File: src/rtl/i2c_temp_slave.sv
`timescale 1ns/1ps
// Purpose: oversampled I2C slave for an LM75-class sensor; NUM_REGS pointer-addressed registers, reg 0 = live temperature.
// Latency: SCL/SDA pass a 2-flop synchroniser plus an edge flop, so SDA drive changes about 3 i_clk after the SCL fall at the pad.
// Backpressure: none; bytes are always ACKed once addressed. The master throttles by stretching SCL. A NACK ends a read.
//
// Ports:
//   i_clk          system clock, at least 8x SCL
//   i_rst_n        asynchronous active-low reset (releases SDA immediately)
//   i_scl, i_sda   asynchronous bus pad inputs
//   o_sda_oe       1 = pull SDA low (open drain)
//   i_addr_pins    strap replacing the address LSBs
//   i_temp         new temperature sample, 8*REG_BYTES bits
//   i_temp_valid   one-cycle strobe loading i_temp into reg 0 (unless shutdown)
//   o_os_n         over-temperature output, only when I2C_SLV_ALERT_EN is defined
//
// Optional feature macro: I2C_SLV_ALERT_EN (adds o_os_n and the hysteresis comparator).
// Config register (reg 1) byte is the MSB lane: bit 0 = shutdown, bit 2 = OS polarity.
// NUM_REGS is expected to be a power of two, so every pointer value selects a register.
module i2c_temp_slave #(
  parameter logic [6:0]  ADDR_BASE = 7'h48,
  parameter int          REG_BYTES = 2,
  parameter int          NUM_REGS  = 4,
  parameter logic [15:0] THYST_RST = 16'h4B00,
  parameter logic [15:0] TOS_RST   = 16'h5000
) (
  input  logic                   i_clk,
  input  logic                   i_rst_n,
  input  logic                   i_scl,
  input  logic                   i_sda,
  output logic                   o_sda_oe,
  input  logic [2:0]             i_addr_pins,
  input  logic [8*REG_BYTES-1:0] i_temp,
  input  logic                   i_temp_valid
`ifdef I2C_SLV_ALERT_EN
  ,
  output logic                   o_os_n
`endif
);

  localparam int REG_W = 8 * REG_BYTES;
  localparam int PTR_W = (NUM_REGS > 1) ? $clog2(NUM_REGS) : 1;
  localparam int BI_W  = (REG_BYTES > 1) ? $clog2(REG_BYTES) : 1;
  // 16-bit reset constants are left-aligned into the register width
  localparam logic [31:0]      THYST32 = {THYST_RST, 16'h0000};
  localparam logic [31:0]      TOS32   = {TOS_RST, 16'h0000};
  localparam logic [REG_W-1:0] THYST_L = THYST32[31 -: REG_W];
  localparam logic [REG_W-1:0] TOS_L   = TOS32[31 -: REG_W];

  typedef enum logic [3:0] {
    S_IDLE, S_ADDR, S_ADDR_ACK, S_PTR, S_PTR_ACK,
    S_WR_DATA, S_WR_ACK, S_RD_DATA, S_RD_ACK, S_WAIT_STOP
  } state_t;

  state_t             r_state, w_state_nxt;
  logic [1:0]         r_scl_s, r_sda_s;
  logic               r_scl_d, r_sda_d;
  logic [3:0]         r_bit_cnt, w_bit_cnt_nxt;
  logic [7:0]         r_shift, w_shift_nxt;
  logic               r_rw, w_rw_nxt;
  logic [PTR_W-1:0]   r_ptr, w_ptr_nxt;
  logic [BI_W-1:0]    r_byte_idx, w_byte_idx_nxt;
  logic [REG_W-1:0]   r_shadow, w_shadow_nxt;
  logic               r_sda_oe, w_sda_oe_nxt;
  logic               w_wr_en;
  logic [REG_W-1:0]   r_regs [NUM_REGS];

  logic               w_scl, w_sda, w_scl_rise, w_scl_fall, w_start, w_stop;
  logic [REG_W-1:0]   w_cur_reg;
  logic               w_last_byte;
  logic               w_shutdown;
  logic [6:0]         w_dev_addr;

  assign w_scl       = r_scl_s[1];
  assign w_sda       = r_sda_s[1];
  assign w_scl_rise  = w_scl & ~r_scl_d;
  assign w_scl_fall  = ~w_scl & r_scl_d;
  assign w_start     = r_sda_d & ~w_sda & w_scl & r_scl_d;
  assign w_stop      = ~r_sda_d & w_sda & w_scl & r_scl_d;
  assign w_cur_reg   = r_regs[r_ptr];
  assign w_last_byte = (r_byte_idx == BI_W'(REG_BYTES - 1));
  assign w_shutdown  = r_regs[1][REG_W-8];
  assign w_dev_addr  = {ADDR_BASE[6:3], i_addr_pins};
  assign o_sda_oe    = r_sda_oe;

  always_ff @(posedge i_clk or negedge i_rst_n) begin
    if (!i_rst_n) begin
      r_scl_s    <= 2'b11;
      r_sda_s    <= 2'b11;
      r_scl_d    <= 1'b1;
      r_sda_d    <= 1'b1;
      r_state    <= S_IDLE;
      r_bit_cnt  <= '0;
      r_shift    <= '0;
      r_rw       <= 1'b0;
      r_ptr      <= '0;
      r_byte_idx <= '0;
      r_shadow   <= '0;
      r_sda_oe   <= 1'b0;
    end else begin
      r_scl_s    <= {r_scl_s[0], i_scl};
      r_sda_s    <= {r_sda_s[0], i_sda};
      r_scl_d    <= w_scl;
      r_sda_d    <= w_sda;
      r_state    <= w_state_nxt;
      r_bit_cnt  <= w_bit_cnt_nxt;
      r_shift    <= w_shift_nxt;
      r_rw       <= w_rw_nxt;
      r_ptr      <= w_ptr_nxt;
      r_byte_idx <= w_byte_idx_nxt;
      r_shadow   <= w_shadow_nxt;
      r_sda_oe   <= w_sda_oe_nxt;
    end
  end

  always_comb begin
    w_state_nxt    = r_state;
    w_bit_cnt_nxt  = r_bit_cnt;
    w_shift_nxt    = r_shift;
    w_rw_nxt       = r_rw;
    w_ptr_nxt      = r_ptr;
    w_byte_idx_nxt = r_byte_idx;
    w_shadow_nxt   = r_shadow;
    w_sda_oe_nxt   = r_sda_oe;
    w_wr_en        = 1'b0;
    if (w_stop) begin
      w_state_nxt  = S_IDLE;
      w_sda_oe_nxt = 1'b0;
    end else if (w_start) begin
      w_state_nxt   = S_ADDR;
      w_bit_cnt_nxt = '0;
      w_sda_oe_nxt  = 1'b0;
    end else begin
      case (r_state)
        S_ADDR, S_PTR, S_WR_DATA: begin
          if (w_scl_rise && r_bit_cnt != 4'd8) begin
            w_shift_nxt   = {r_shift[6:0], w_sda};
            w_bit_cnt_nxt = r_bit_cnt + 4'd1;
          end
          // ACK is driven from the SCL fall that ends bit 8
          if (w_scl_fall && r_bit_cnt == 4'd8) begin
            w_bit_cnt_nxt = '0;
            if (r_state == S_ADDR) begin
              if (r_shift[7:1] == w_dev_addr) begin
                w_state_nxt  = S_ADDR_ACK;
                w_rw_nxt     = r_shift[0];
                w_sda_oe_nxt = 1'b1;
              end else begin
                w_state_nxt  = S_WAIT_STOP;
              end
            end else if (r_state == S_PTR) begin
              w_ptr_nxt    = r_shift[PTR_W-1:0];
              w_state_nxt  = S_PTR_ACK;
              w_sda_oe_nxt = 1'b1;
            end else begin
              w_wr_en      = 1'b1;
              w_state_nxt  = S_WR_ACK;
              w_sda_oe_nxt = 1'b1;
            end
          end
        end
        S_ADDR_ACK: begin
          if (w_scl_fall) begin
            if (r_rw) begin
              w_shadow_nxt   = w_cur_reg;
              w_byte_idx_nxt = '0;
              w_sda_oe_nxt   = ~w_cur_reg[REG_W-1];
              w_state_nxt    = S_RD_DATA;
            end else begin
              w_sda_oe_nxt   = 1'b0;
              w_state_nxt    = S_PTR;
            end
          end
        end
        S_PTR_ACK: begin
          if (w_scl_fall) begin
            w_sda_oe_nxt   = 1'b0;
            w_byte_idx_nxt = '0;
            w_state_nxt    = S_WR_DATA;
          end
        end
        S_WR_ACK: begin
          if (w_scl_fall) begin
            w_sda_oe_nxt   = 1'b0;
            w_byte_idx_nxt = w_last_byte ? '0 : r_byte_idx + 1'b1;
            w_state_nxt    = S_WR_DATA;
          end
        end
        S_RD_DATA: begin
          if (w_scl_rise && r_bit_cnt != 4'd8)
            w_bit_cnt_nxt = r_bit_cnt + 4'd1;
          // The shadow shifts left once per bit, so after a byte its MSB is the next byte's MSB
          if (w_scl_fall) begin
            w_shadow_nxt = r_shadow << 1;
            if (r_bit_cnt == 4'd8) begin
              w_bit_cnt_nxt = '0;
              w_sda_oe_nxt  = 1'b0;
              w_state_nxt   = S_RD_ACK;
            end else begin
              w_sda_oe_nxt  = ~r_shadow[REG_W-2];
            end
          end
        end
        S_RD_ACK: begin
          if (w_scl_rise)
            w_shift_nxt = {r_shift[6:0], w_sda};
          if (w_scl_fall) begin
            if (!r_shift[0]) begin
              w_state_nxt = S_RD_DATA;
              if (w_last_byte) begin
                w_shadow_nxt   = w_cur_reg;
                w_byte_idx_nxt = '0;
                w_sda_oe_nxt   = ~w_cur_reg[REG_W-1];
              end else begin
                w_byte_idx_nxt = r_byte_idx + 1'b1;
                w_sda_oe_nxt   = ~r_shadow[REG_W-1];
              end
            end else begin
              w_sda_oe_nxt = 1'b0;
              w_state_nxt  = S_WAIT_STOP;
            end
          end
        end
        default: ;
      endcase
    end
  end

  // Register file: reg 0 only takes temperature samples; bus writes to it are dropped.
  always_ff @(posedge i_clk or negedge i_rst_n) begin
    if (!i_rst_n) begin
      for (int i = 0; i < NUM_REGS; i++)
        r_regs[i] <= (i == 2) ? THYST_L : (i == 3) ? TOS_L : '0;
    end else begin
      if (i_temp_valid && !w_shutdown)
        r_regs[0] <= i_temp;
      if (w_wr_en) begin
        for (int i = 1; i < NUM_REGS; i++) begin
          if (r_ptr == PTR_W'(i)) begin
            for (int b = 0; b < REG_BYTES; b++) begin
              if (r_byte_idx == BI_W'(REG_BYTES - 1 - b))
                r_regs[i][8*b +: 8] <= r_shift;
            end
          end
        end
      end
    end
  end

`ifdef I2C_SLV_ALERT_EN
  // Hysteresis: set above TOS (reg 3), clear below THYST (reg 2), hold in between
  logic r_alert;
  always_ff @(posedge i_clk or negedge i_rst_n) begin
    if (!i_rst_n)
      r_alert <= 1'b0;
    else if ($signed(r_regs[0]) > $signed(r_regs[3]))
      r_alert <= 1'b1;
    else if ($signed(r_regs[0]) < $signed(r_regs[2]))
      r_alert <= 1'b0;
  end
  assign o_os_n = r_regs[1][REG_W-6] ? r_alert : ~r_alert;
`endif

endmodule

File: config.mk
export PLATFORM = sky130hd
export DESIGN_NAME = i2c_temp_slave
export DESIGN_NICKNAME = d
export VERILOG_FILES = /design/src/rtl/i2c_temp_slave.sv
export SDC_FILE = /design/constraint.sdc
export NUM_CORES = 1
export LEC_CHECK = 0
export BUFFER_PORTS_ARGS = -buffer_cell sky130_fd_sc_hd__buf_2
export CORE_ASPECT_RATIO = 1.25
export CORE_MARGIN = 10
export CORE_UTILIZATION = 55
export CTS_BUF_LIST = sky130_fd_sc_hd__clkbuf_16
export CTS_CLUSTER_SIZE = 8
export DETAILED_ROUTE_END_ITERATION = 16
export GPL_TIMING_DRIVEN = 0
export PLACE_DENSITY = 0.73
export SYNTH_ARGS = -nofsm -noshare
export SYNTH_HDL_FRONTEND = slang
export SYNTH_SLANG_ARGS = --single-unit
export TNS_END_PERCENT = 50
File: constraint.sdc
create_clock -name i_clk -period 2.15 [get_ports i_clk]
set_input_delay 0 -clock i_clk [delete_from_list [all_inputs] [get_ports i_clk]]
set_output_delay 0 -clock i_clk [all_outputs]
set_load 0.02 [all_outputs]
* After elaboration in Yosys (flattened, before gate mapping) *
Cells that the tools add are included.

word-level totals
  register bits after elaboration = 107

cells by class
  reductions and logical operators = 25
  order comparisons = 1
  equality and inequality tests = 31
  mux-type cells = 60
  bitwise gates (word level) = 20
  $add $sub $neg = 2

operators by type and width
  cell                                                             count
  16-bit two-way mux                                               8
  4-bit two-way mux                                                16
  16-bit case mux with 3 select lines                              1
  16-bit binary-select mux with 2-bit select                       1
  1-bit two-way mux                                                25
  4-bit != test, second input constant                             6
  2-bit != test, second input constant                             10
  4-bit case mux with 5 select lines                               1
  3-bit AND reduction                                              6
  9-bit AND reduction                                              2
  4-bit by 3-bit == test with 1-bit output, second input constant  4
  8-bit two-way mux                                                2
  8-bit case mux with 2 select lines                               1
  7-bit AND reduction                                              2
  6-bit AND reduction                                              2
  1-bit inverter                                                   11
  1-bit bitwise AND                                                8
  4-bit by 2-bit == test with 1-bit output, second input constant  2
  4-bit == test, second input constant                             2
  4-bit case mux with 2 select lines                               1
  7-bit == test                                                    1
  7-bit nonzero test                                               1
  3-bit nonzero test                                               2
  5-bit != test, second input constant                             1
  20 further kinds                                                 23

* Longest topological paths before layout *
  depth in word-level cells = 11
  gate-level depth with buffers = 8

* Worst setup path before layout *
No wires, ideal clock.

  path kind = register -> register
  start = register r_bit_cnt[0]
  end = register r_regs[40] (netlist name)
  path buffers = 0
  setup slack = 0.084 ns
  cell stages (with the launch flop) = 8
  arrival = 1.941 ns
  cell sequence = dfrtp_1 inv_1 ha_1 nand3b_4 nor2_1 nand4_2 nor3_2 mux2_2

on the way
  cells in the longest elaborated chain, start to end = 7

ends and longest elaborated chain
  item                                  line  RTL
  start, declared                       57    logic [3:0] r_bit_cnt, w_bit_cnt_nxt;
  start signal, assigned                105   r_bit_cnt <= w_bit_cnt_nxt;
  4-bit == test                         140   if (w_scl_fall && r_bit_cnt == 4'd8) begin
  1-bit logical AND                     140
  1-bit two-way mux                     140
  1-bit two-way mux                     133   case (r_state)
  1-bit two-way mux                     128   end else if (w_start) begin
  1-bit two-way mux                     125   if (w_stop) begin
  3-bit AND reduction (no source line)  -
  end signal, assigned by index         232   r_regs[i] <= (i == 2) ? THYST_L : (i == 3) ? TOS_L : '0;
  end signal, assigned by index         241   r_regs[i][8*b +: 8] <= r_shift;
  end, declared                         65    logic [REG_W-1:0] r_regs [NUM_REGS];

No other way between the ends.
A chain may end at the register's enable or synchronous reset.

* Worst setup path after layout *
  start = register r_scl_d
  end = register r_regs[22] (netlist name)

on the way
  cells in the longest elaborated chain, start to end = 7
  elaborated cells on any way between the ends = 9

ends and longest elaborated chain
  item                                    line  RTL
  start, declared                         56    logic r_scl_d, r_sda_d;
  start signal, assigned                  102   r_scl_d <= w_scl;
  1-bit bitwise AND                       76    assign w_scl_fall = ~w_scl & r_scl_d;
  1-bit logical AND                       140
  1-bit two-way mux                       140
  1-bit two-way mux                       133
  1-bit two-way mux                       128
  1-bit two-way mux *                     125
  3-bit AND reduction (no source line) *  -

Mark *: on every way between the ends. The rest lies on a longest branch, timed or not.

==> impl_summary.log <==
[metrics] status: finished, final reports clean
[metrics] final routed wire length divided by cell count: ~20 um
[metrics] total number of yosys warnings: 0
[metrics] sink count of the clock tree: between 100 and 150
[metrics] maximum resistive drop on vdd: 605 uV
[metrics] cell with the largest stage delay on the worst path: sky130_fd_sc_hd__dfstp_2
[metrics] violation count after the first detailed-route iteration: roughly 200
[metrics] post-layout minimum cycle time: ~2000 ps
[metrics] Port Buf Inserts: 24
[metrics] Initial Utilization: 56.5%
[metrics] Design Area, Final: around 0.006 sq mm
[metrics] arrival time at the worst endpoint: between 2000 and 2500 ps
[metrics] via count of the first global-routing pass: 3684
[metrics] Post-Syn Area: around 0.0052 sq mm
[metrics] fraction of registers with async set/reset: between 90% and 100%
[metrics] count of placed standard cells including taps: 539
[metrics] first-pass detailed-route iteration total: 4
[metrics] endpoint type of the worst setup path: flip-flop
[metrics] CTS tree: yes
[metrics] Post-layout nets: 485
[metrics] startpoint type of the worst setup path: flip-flop
[metrics] final std cells w/o fill: about 590
[metrics] clock latency at the later pin of the worst-skew pair: around 350 ps
[metrics] peak fanout along the critical path: 8
[metrics] area taken by flip-flops and latches: between 0.002 and 0.003 sq mm
[metrics] cell type with the largest total area after synthesis: sky130_fd_sc_hd__dfrtp_1
[metrics] Routed Antenna Nets: 0
[metrics] worst path buffer plus inverter count: 1
[metrics] RSZ-0062 raised after global routing: false
[metrics] synthesized flop and latch total: between 100 and 150
[metrics] final wirelength: 11.7 mm
[metrics] Fin Clk Skew: 6.99 ps
[metrics] worst-path cell chain: nor2b_1 > nand4_1 > nor2_2 > buf_4 > nand3_4 > mux2_2
[metrics] Lkg Pwr: between 2 and 3 nW
[metrics] slowest cell delay on critical path: 570 ps
[metrics] worst min path class: input port to async pin
[metrics] tightest slew margin relative to the limit: between 50% and 60%
[metrics] cell at the root of the clock tree: sky130_fd_sc_hd__clkbuf_16
[metrics] Die Width: roughly 110 um
[metrics] clock tree buffer depth: 2
[metrics] worst setup margin: roughly 110 ps
[metrics] final core utilization: 67.1%
[metrics] share of power burned in registers: a little over two fifths
[metrics] required time reported for the critical path endpoint: 2380 ps
[metrics] multi-input logic area: approximately 0.0024 sq mm
[metrics] global-route total usage across every layer: between 15 and 20%
[metrics] Tightest Pin Transition: 726 ps
[metrics] area delta synth->final: 18.8%
[metrics] Slew Limit Fails: 0
[metrics] pin count of the biggest net entering global routing: 67
[metrics] CTS H-Tree Depth: 3
[metrics] Setup Crit Path Kind: flip-flop to flip-flop
[metrics] f_max: slightly below 0.5 GHz
[metrics] dpl cell area: between 0.005 and 0.006 sq mm
[metrics] count of maximum capacitance violations: 0
[metrics] GR Overflow Total: 0
[metrics] Placer Congestion: ~0.92
[metrics] final cycle utilization of the critical path: a little over nine tenths
[metrics] pre-CTS setup slack: -407 ps
[metrics] clock-pin slew of the registers on the worst-case setup and hold paths: roughly 70 ps
[metrics] power density normalized to cell area: 964 mW/mm^2
[metrics] area fraction of the dominant cell type after synthesis: between 40% and 50%
[metrics] Via density: about 5.8
[metrics] fill count: 694
[metrics] total power draw: 0.00594 W
[metrics] diode count: 0
[metrics] share of synthesized area occupied by flip-flops and latches: between 50% and 60%
[metrics] total count of hold-check failures in the final report: 0
[metrics] final count of negative-setup-slack endpoints: 0
[metrics] Inserted Clock Buffers: 9
[metrics] fraction of power consumed by combinational cells: 28.3%
[metrics] area enclosed by the die boundary: between 0.01 and 0.015 sq mm
[metrics] Worst path top cell family by delay: simple AND/OR/NAND/NOR gates
[metrics] number of nets produced by synthesis: approximately 420
[metrics] ys flop type: sky130_fd_sc_hd__dfrtp_1
[metrics] total number of vias: 3415
[metrics] Sw Ratio: 32.1%
[metrics] relative contribution of the clock network to total power: 28.5%
[metrics] Std-Cell Rows: 39
[metrics] wire length of the first global-routing pass: roughly 19 mm
[metrics] Core ar.: just over 0.009 sq mm
[metrics] cell internal power dissipation: 0.00403 W
[metrics] DRC violation count after routing: 0
[metrics] overall die height: approximately 130 um
[metrics] post-detail-place hpwl: roughly 7.7 mm
[metrics] fraction of final layout cells sized beyond drive strength 1: between 40% and 50%
[metrics] IO Pins: 25
[metrics] count of flip-flops with a built-in enable after synthesis: 0
[metrics] Synth Instances: a little under 400
[metrics] antenna violations before repair: 0
[metrics] top area cells in the synthesized netlist: sky130_fd_sc_hd__dfrtp_1 (46%), sky130_fd_sc_hd__mux2_2 (17%), sky130_fd_sc_hd__mux4_2 (6.9%)
[metrics] Distinct cells, synth: 55
[metrics] switching pwr: 0.00191 W
[metrics] average cell area after synthesis: 13.3 sq um
==> flip-flops by register name, summed over array words and instances (netlist names) <==
register,flops
o_sda_oe,1
r_bit_cnt,4
r_byte_idx,1
r_ptr,2
r_regs,64
r_rw,1
r_scl_d,1
r_scl_s,2
r_sda_d,1
r_sda_s,2
r_shadow,16
r_shift,8
r_state,4
==> per-layer routing <==
metal | up-vias | GRT usage, % | wire length (um)
li1 | 1557 | - | -
met1 | 1766 | 20.5 | 4840
met2 | 75 | 31.3 | 6200
met3 | 17 | 2.75 | 411
met4 | 0 | 7.34 | 206
met5 | - | 0 | 0
==> power groups by stage <==
| stage | logic (W) | clock network (W) | registers [W] |
|---|---|---|---|
| floorplan | 0.00118 | 0 | 0.00252 |
| global placement | 0.00152 | 0 | 0.00257 |
| detailed placement | 0.00156 | 0 | 0.00259 |
| CTS | 0.00161 | 0.00171 | 0.00256 |
| global route | 0.00185 | 0.00180 | 0.00260 |
| finish | 0.00168 | 0.00169 | 0.00256 |
==> path summary, 6_finish.rpt <==
check / from / endpoint / slack, ps / depth (start not counted)
max reg2reg: r_scl_d$_DFF_PN1_ / r_regs[22]$_DFFE_PN0P_ / 110 / 6
max in group asynchronous: i_rst_n / r_regs[27]$_DFFE_PN1P_ / 1170 / 3
min reg2reg: r_scl_s[0]$_DFF_PN1_ / r_scl_s[1]$_DFF_PN1_ / 360 / 0
min in group i_clk: i_addr_pins[2] / r_state[1]$_DFFE_PN0P_ / 270 / 5
max: r_scl_d$_DFF_PN1_ / r_regs[22]$_DFFE_PN0P_ / 110 / 6
min: i_rst_n / r_bit_cnt[2]$_DFFE_PN0P_ / 210 / 2
==> layout by cell type, fill, tap and decap left out, drive strengths merged, types with 4 or more instances in the layout <==
master,Yosys,routed
dfrtp,95,95
mux4,16,16
clkbuf,11,25
nand4,4,4
o21ai,6,6
dfstp,12,12
nand2,13,13
dlygate4sd3,0,19
nand2b,4,4
nor2,32,32
inv,5,9
mux2,76,76
a21oi,28,28
xnor2,6,6
nor3b,4,4
buf,12,45
mux2i,15,15
nor3,6,6
nand3b,4,4
nand3,7,7
==> what timing repair did <==
item / CTS / global route
pin swaps: 4 / 2
endpoints found under the hold margin: 58 / 0
hold buffers: 19 / 0
endpoints found under the setup margin: 68 / 75
gates resized for setup: 9 / 12
buffers inserted: 8 / 5
==> synth_stat cells, drive strengths merged (2+ instances only) <==
| cell | instances |
|---|---|
| xnor2 | 6 |
| o21a | 2 |
| and2b | 2 |
| inv | 5 |
| nand2 | 13 |
| nand3 | 7 |
| o21ai | 6 |
| nand4 | 4 |
| a21oi | 28 |
| dfrtp | 95 |
| a221o | 2 |
| nor4 | 3 |
| ha | 2 |
| nand2b | 4 |
| mux2 | 76 |
| nand3b | 4 |
| clkbuf | 11 |
| buf | 12 |
| nor2b | 3 |
| nor3b | 4 |
| mux4 | 16 |
| and3 | 3 |
| nor2 | 32 |
| nor3 | 6 |
| mux2i | 15 |
| dfstp | 12 |
==> stage by stage <==
stage	hold slack, ps	setup TNS [ps]
4_1_cts	225	0
5_1_grt	246	0
3_5_place_dp	45.3	-12330
6_report	211	0
2_1_floorplan	-296	0
3_3_place_gp	107	-20410
==> worst reg2reg max path, cell delays in order (launching register included) <==
cell	delay [ps]
sky130_fd_sc_hd__dfstp_2	570
sky130_fd_sc_hd__nor2b_1	330
sky130_fd_sc_hd__nand4_1	180
sky130_fd_sc_hd__nor2_2	180
sky130_fd_sc_hd__buf_4	140
sky130_fd_sc_hd__nand3_4	160
sky130_fd_sc_hd__mux2_2	360
==> final cells by class <==
type / instances / share of cell area [%]
flip-flops and latches: 107 / 43.7
multi-input cells: 256 / 39.2
repair buffers: 57 / 7.17
clock buffers: 9 / 3.66
well taps: 123 / 2.50
plain buffers: 23 / 2.13
clock inverters: 7 / 1.28
inverters: 5 / 0.305
==> cell families after synthesis <==
logic type	after synthesis	synth area share [%]
AO/OA/AOI/OAI	51	7.09
XOR/XNOR	7	1.18
buffers and inverters	28	2.68
adder cells (fa/ha/maj)	2	0.483
multiplexers	107	26.4
AND/OR/NAND/NOR	89	10.3
flip-flops	107	51.9
No activity file was read; power rests on OpenSTA's default activity.
